<file path="config.mk">
export PLATFORM = sky130hd
export DESIGN_NAME = pixel_word_writer
export DESIGN_NICKNAME = d
export VERILOG_FILES = /design/src/rtl/augment_pkg.sv /design/src/rtl/pixel_lane_packer.sv /design/src/rtl/pixel_word_writer.sv
export SDC_FILE = /design/constraint.sdc
export NUM_CORES = 1
export LEC_CHECK = 0
export BUFFER_PORTS_ARGS = -buffer_cell sky130_fd_sc_hd__buf_2
export CORE_MARGIN = 1.5
export CORE_UTILIZATION = 36
export CTS_BUF_LIST = sky130_fd_sc_hd__clkbuf_2 sky130_fd_sc_hd__clkbuf_4 sky130_fd_sc_hd__clkbuf_8
export CTS_CLUSTER_DIAMETER = 50
export DETAILED_ROUTE_END_ITERATION = 10
export SLEW_MARGIN = 20
export SYNTH_ARGS = -nofsm -noshare
export SYNTH_HDL_FRONTEND = slang
export SYNTH_HIERARCHICAL = 1
export SYNTH_SLANG_ARGS = --single-unit
export TNS_END_PERCENT = 100
</file>
<file path="constraint.sdc">
create_clock -name clk -period 4.49 [get_ports clk]
set_input_delay 0.898 -clock clk [delete_from_list [all_inputs] [get_ports clk]]
set_output_delay 0.898 -clock clk [all_outputs]
set_load 0.03 [all_outputs]
</file>
<file path="src/rtl/augment_pkg.sv">
// Shared types and defaults for the augmentation pipeline output stage.
//   writer_state_t   : state encoding of the pixel word writer FSM
//   IMAGE_PIXELS_DEF : default pixels per image (28x28)
//   SLOT_STRIDE_DEF  : default byte distance between the two image slots
//   lane_mask()      : byte-enable mask covering the lowest n lanes
package augment_pkg;

  typedef enum logic [1:0] {
    ST_IDLE  = 2'd0,
    ST_PACK  = 2'd1,
    ST_FLUSH = 2'd2,
    ST_DONE  = 2'd3
  } writer_state_t;

  localparam int          IMAGE_PIXELS_DEF = 784;
  localparam logic [31:0] SLOT_STRIDE_DEF  = 32'h0000_0400;

  // (1 << n) - 1 for n in 0..3: 0, 1, 3, 7.
  function automatic logic [3:0] lane_mask(input logic [1:0] n);
    return (4'd1 << n) - 4'd1;
  endfunction

endpackage

</file>
<file path="src/rtl/pixel_lane_packer.sv">
// Packs 8-bit pixels into 32-bit words, lowest lane first.
//   clk, reset     : clock, synchronous active-high reset
//   clear_i        : discard any partially packed word
//   accept_i       : pixel_i is taken this cycle
//   pixel_i        : incoming pixel
//   word_ready_o   : the accepted pixel completes a word this cycle
//   full_word_o    : stored lanes merged with the pixel being accepted
//   partial_word_o : same, with lanes not yet filled forced to zero
//   partial_mask_o : byte enables for the filled lanes (0 when none)
module pixel_lane_packer
  import augment_pkg::*;
(
  input  logic        clk,
  input  logic        reset,
  input  logic        clear_i,
  input  logic        accept_i,
  input  logic [7:0]  pixel_i,
  output logic        word_ready_o,
  output logic [31:0] full_word_o,
  output logic [31:0] partial_word_o,
  output logic [3:0]  partial_mask_o
);

  logic [1:0]      lane_q;
  logic [3:0][7:0] lanes_q;
  logic [3:0][7:0] merged;
  logic [1:0]      lane_after;

  always_comb begin
    merged = lanes_q;
    if (accept_i) merged[lane_q] = pixel_i;
    // Two-bit wrap: completing lane 3 leaves no partial lanes behind.
    lane_after     = accept_i ? lane_q + 2'd1 : lane_q;
    word_ready_o   = accept_i && (lane_q == 2'd3);
    partial_mask_o = lane_mask(lane_after);
    full_word_o    = merged;
    for (int i = 0; i < 4; i++) begin
      partial_word_o[8*i +: 8] = partial_mask_o[i] ? merged[i] : 8'h00;
    end
  end

  always_ff @(posedge clk) begin
    if (reset || clear_i || word_ready_o) begin
      lane_q  <= 2'd0;
      lanes_q <= '0;
    end else if (accept_i) begin
      lanes_q[lane_q] <= pixel_i;
      lane_q          <= lane_q + 2'd1;
    end
  end

endmodule

</file>
<file path="src/rtl/pixel_word_writer.sv">
// Packs an 8-bit pixel stream into 32-bit BRAM writes, ping-ponging
// complete images between two slots.
//   clk, reset         : clock, synchronous active-high reset
//   pixel, pixel_valid : upstream pixel stream, no backpressure
//   image_done         : upstream end-of-image pulse
//   bram_addr/data     : byte address and data of the BRAM write
//   write_enable       : byte enables, 4'h0 = no write
//   write_done         : one-cycle pulse when an image is committed
//   slot               : slot holding the last committed image
//   busy               : first accepted pixel until commit
//   overflow           : sticky, pixel dropped (FLUSH/DONE or image full)
//   dbg_state          : current FSM state for observation
// Interface: pixel_valid is a pure valid with no ready; a pixel is either
// accepted in the cycle it is valid or dropped and flagged as overflow.
// All outputs are registered; a write is registered on the same edge
// that accepts its last pixel or enters FLUSH, so FLUSH itself only
// waits one cycle before DONE.
module pixel_word_writer
  import augment_pkg::*;
#(
  parameter int          IMAGE_PIXELS = IMAGE_PIXELS_DEF,
  parameter logic [31:0] BASE_ADDR    = 32'h0000_0000,
  parameter logic [31:0] SLOT_STRIDE  = SLOT_STRIDE_DEF
) (
  input  logic          clk,
  input  logic          reset,
  input  logic [7:0]    pixel,
  input  logic          pixel_valid,
  input  logic          image_done,
  output logic [31:0]   bram_addr,
  output logic [31:0]   bram_data,
  output logic [3:0]    write_enable,
  output logic          write_done,
  output logic          slot,
  output logic          busy,
  output logic          overflow,
  output writer_state_t dbg_state
);

  localparam int CNT_W  = $clog2(IMAGE_PIXELS + 1);
  localparam int WIDX_R = $clog2((IMAGE_PIXELS + 3) / 4);
  localparam int WIDX_W = (WIDX_R > 0) ? WIDX_R : 1;
  localparam logic [CNT_W-1:0] IMG_CNT = CNT_W'(IMAGE_PIXELS);

  writer_state_t     state_q, state_d;
  logic [CNT_W-1:0]  count_q, count_after;
  logic [WIDX_W-1:0] word_idx_q;
  logic              wr_slot_q;
  logic              accept, flush_go, issue_full, issue_partial, enter_done;
  logic [31:0]       full_word, partial_word, cur_addr;
  logic [3:0]        partial_mask;

  pixel_lane_packer u_packer (
    .clk            (clk),
    .reset          (reset),
    .clear_i        (flush_go),
    .accept_i       (accept),
    .pixel_i        (pixel),
    .word_ready_o   (issue_full),
    .full_word_o    (full_word),
    .partial_word_o (partial_word),
    .partial_mask_o (partial_mask)
  );

  always_comb begin
    accept = pixel_valid && (state_q == ST_IDLE || state_q == ST_PACK)
             && (count_q != IMG_CNT);
    count_after = count_q + {{(CNT_W-1){1'b0}}, accept};
    state_d = state_q;
    unique case (state_q)
      ST_IDLE: begin
        if (accept) begin
          state_d = (image_done || count_after == IMG_CNT) ? ST_FLUSH : ST_PACK;
        end else if (image_done) begin
          state_d = ST_DONE;
        end
      end
      ST_PACK:  if (image_done || count_after == IMG_CNT) state_d = ST_FLUSH;
      ST_FLUSH: state_d = ST_DONE;
      ST_DONE:  state_d = ST_IDLE;
      default:  state_d = ST_IDLE;
    endcase
    // FLUSH is only ever entered for one cycle, so this marks the entry edge.
    flush_go      = (state_d == ST_FLUSH);
    enter_done    = (state_d == ST_DONE);
    issue_partial = flush_go && !issue_full && (partial_mask != 4'h0);
    cur_addr      = BASE_ADDR + (wr_slot_q ? SLOT_STRIDE : 32'd0)
                    + 32'({word_idx_q, 2'b00});
  end

  always_ff @(posedge clk) begin
    if (reset) begin
      state_q      <= ST_IDLE;
      count_q      <= '0;
      word_idx_q   <= '0;
      wr_slot_q    <= 1'b0;
      bram_addr    <= '0;
      bram_data    <= '0;
      write_enable <= 4'h0;
      write_done   <= 1'b0;
      slot         <= 1'b0;
      busy         <= 1'b0;
      overflow     <= 1'b0;
    end else begin
      state_q      <= state_d;
      write_done   <= enter_done;
      write_enable <= 4'h0;
      if (pixel_valid && !accept) overflow <= 1'b1;

      if (issue_full || issue_partial) begin
        bram_addr    <= cur_addr;
        bram_data    <= issue_full ? full_word : partial_word;
        write_enable <= issue_full ? 4'hF : partial_mask;
      end

      if (enter_done) begin
        count_q    <= '0;
        word_idx_q <= '0;
        busy       <= 1'b0;
        // An empty image reaches DONE straight from IDLE with count 0.
        if (count_q != '0) begin
          slot      <= wr_slot_q;
          wr_slot_q <= ~wr_slot_q;
        end
      end else begin
        count_q <= count_after;
        if (issue_full || issue_partial) word_idx_q <= word_idx_q + 1'b1;
        if (accept) busy <= 1'b1;
      end
    end
  end

  assign dbg_state = state_q;

endmodule

</file>
==> results.cfg <==
[die]
die_x_um = 120.6
die_y_um = 120.6
dieArea_um2 = 14550
row_count = 42
start_util = 0.3718
coreArea_um2 = 13400
pin_count = 86

[drt]
wl_mm = 9.986
drc = 0
initialDrtViolationCount = 236
wire_per_inst_um = 12.89
vias = 3663
vias_per_cell = 4.726
antenna_left = 0
drt_pass1_iterations = 5

[pwr]
p_leak_nw = 2.604
peakVddDrop_v = 0.0002753
power.total_mw = 1.768
powerDensity_nw_per_um2 = 325.1

[sta]
skew_ns = 0.01518
fin_hold_ws_ns = 0.4715
min_period_ns = 3.793
worstMarginPinSlew_ns = 0.7551
slew-limit-headroom = 0.4932
setup_viol = 0
tns_ns = 0
maxSlewViolCount = 0
finalCritPeriodShare = 0.8447
max_freq_mhz = 263.7
hold_violations = 0
rsz0062_at_grt = no

[logic_synthesis]
async_flop_share = 0
syn_avg_cell_area_um2 = 9.175
netlist_area_um2 = 4982
synth_edf_count = 0
yosys_most_used_dff = dfxtp_1
synthCells = 543
synth_cell_type_count = 55
ys_seq_area_frac = 0.4179
synth_seq_cells = 104
ys_warn_count = 6

[placement]
routabilityCongestion = 0.8797
hpwlAfterDp_mm = 6.933
io_buffers = 62
placed_area_um2 = 5253

[setup_path]
cp_num_buf_inv = 2
endpoint = u_packer/lanes_q[28]
worstRegToRegCells = 12
slowest_stage = nor4_1
r2r_setup_slack_ns = 0.70
cp.depth = 12
worst_setup_path_start_kind = flop
rr_startpoint = count_q[2]
critPathKind = flop to flop
required_ns = 4.75
path_cells = nor4_1, a311o_1, inv_1, ha_1, ha_1, or4b_1, o21ai_0, a41oi_4, nor2b_1, or3_1, buf_4, nor2b_1
critPathTopFamily = simple AND/OR/NAND/NOR gates
critPathMaxFanout = 34
crit_start = count_q[2]
critPathMaxStageDelay_ns = 0.54
endpoint_kind = flop
r2r_end = u_packer/lanes_q[28]
cp_data_arrival_time_ns = 4.06

[global_routing]
grt_pass1_vias = 3413
grt_pass1_wl_mm = 16.59
grt_max_degree = 65
grt-ovfl-total = 0
antenna_found_initial = 0
gr-usage-all-layers = 0.1447

[final_layout]
num_antenna_cells = 0
drive_above_1_share = 0.1903
n_fill_cell = 1352
fin_area_um2 = 5436
nNetsFinal = 613
area_delta_synth_final_pct = 9.116

[clock_tree]
htreeDepth = 3
hold_buffers = 0
cts_sinks = 104
cts_tree = built
post-cts-setup-buffers = 0
cts_buffers = 9
clk_pin_slew_worst_paths_ns = 0.09
clk_latency_ns = 0.38
clockBufferDepth = 2
cts.repair.resized = 0
root_buffer = clkbuf_8

[outcome]
status = completed

[run]
maxCapViolations = 0

[min_path]
hp-class = flop to flop
## cell type report
cell class / count / area [µm²] / share of cell area
clock buffer: 11 / 145.1 / 0.02670
clock inverter: 5 / 38.79 / 0.007135
inverter: 32 / 120.1 / 0.02209
multi-input combinational: 376 / 2440 / 0.4488
sequential: 104 / 2082 / 0.3830
tap: 176 / 220.2 / 0.04051
timing repair buffer: 71 / 390.4 / 0.07181
## cells in the mapped netlist, drive strengths merged, types with 4 or more instances
master / instances / share of area
a31oi: 4 / 0.0050
xnor2: 7 / 0.012
inv: 32 / 0.024
nand3: 5 / 0.0075
mux2i: 69 / 0.14
mux2: 8 / 0.018
clkbuf: 16 / 0.012
dfxtp: 104 / 0.42
a21oi: 10 / 0.010
a211oi: 33 / 0.050
nor2b: 10 / 0.015
nand2: 16 / 0.013
and3: 4 / 0.0053
nor3: 6 / 0.0060
and2: 5 / 0.0068
ha: 7 / 0.018
buf: 45 / 0.079
nor2: 124 / 0.097
## power by group
group,internal (mW),switching (mW)
Clock,0.228,0.325
Sequential,0.945,0.0144
Combinational,0.0816,0.174
## per-stage QoR
| step | setup slack, ns | instances | utilization |
|---|---|---|---|
| 3_3_place_gp | 0.5921 | 759 | 0.3920 |
| 4_1_cts | 0.7399 | 775 | 0.4057 |
| 6_report | 0.6973 | 775 | 0.4057 |
| 3_5_place_dp | 0.4902 | 759 | 0.3920 |
| 5_1_grt | 0.3570 | 775 | 0.4057 |
| 2_1_floorplan | 0.6881 | 573 | - |
## sequential cells by signal, summed over array words and instances (netlist names)
| name | count |
|---|---|
| write_enable | 4 |
| word_idx_q | 8 |
| u_packer/lanes_q | 32 |
| bram_data | 32 |
| dbg_state | 2 |
| overflow | 1 |
| busy | 1 |
| u_packer/lane_q | 2 |
| count_q | 10 |
| write_done | 1 |
| wr_slot_q | 1 |
| bram_addr | 9 |
| slot | 1 |
## cells by family (layout without fill, tap and decap cells)
group                      after synthesis  after routing  share of synthesized area
DFF                                    104            104                     0.4179
buffers and inverters                   93            119                     0.1150
other                                    2             32                   0.001507
AOI/OAI and AO/OA                       63             63                    0.09719
and+or+nand+nor                        187            187                     0.1765
muxes                                   77             77                     0.1567
adders and majority gates                7              7                    0.01758
xor gates and xnor gates                10             10                    0.01758
## metal layers
metal	vias up	wire length, µm	global-route usage
met5	-	0	0
met4	0	89	0.04044
met3	9	409	0.04434
met2	81	4727	0.2369
met1	1706	4759	0.1840
li1	1867	-	-
## worst min-delay path by stage
stage | from | endpoint | slack (ns) | cells past startpoint
after CTS | busy | busy | 0.48 | 2
after global routing | busy | busy | 0.49 | 2
after detailed placement | busy | busy | 0.46 | 2
after floorplan | word_idx_q[4] | word_idx_q[4] | 0.48 | 2
final | busy | busy | 0.47 | 2
after global placement | busy | busy | 0.45 | 2
## worst reg2reg max path: cells and delay by family, from the launching register on
family,cells,cell delay [ns]
simple gates,5,1.59
fa+ha+maj,2,0.52
buf+inv,2,0.41
compound gates,3,0.75
flops,1,0.40
## layout by cell type, fill, tap and decap left out, types with 2 or more instances in the layout
master,count
a211oi_1,33
or4_1,2
buf_4,8
xnor2_1,7
nand3b_1,2
inv_1,31
a31oi_1,4
mux2i_1,69
nand3_1,4
and3_1,3
a21oi_1,10
conb_1,32
and2_1,4
buf_2,62
nor2b_2,4
clkinv_2,2
o21a_1,2
dfxtp_1,104
ha_1,7
mux2_2,8
nand4_1,2
a41o_1,3
nor2_1,122
xor2_1,3
or3_1,2
clkbuf_8,10
a31o_2,2
nand2_1,15
nor3_1,6
nor2b_1,6
Power figures use the tool's default switching activity.
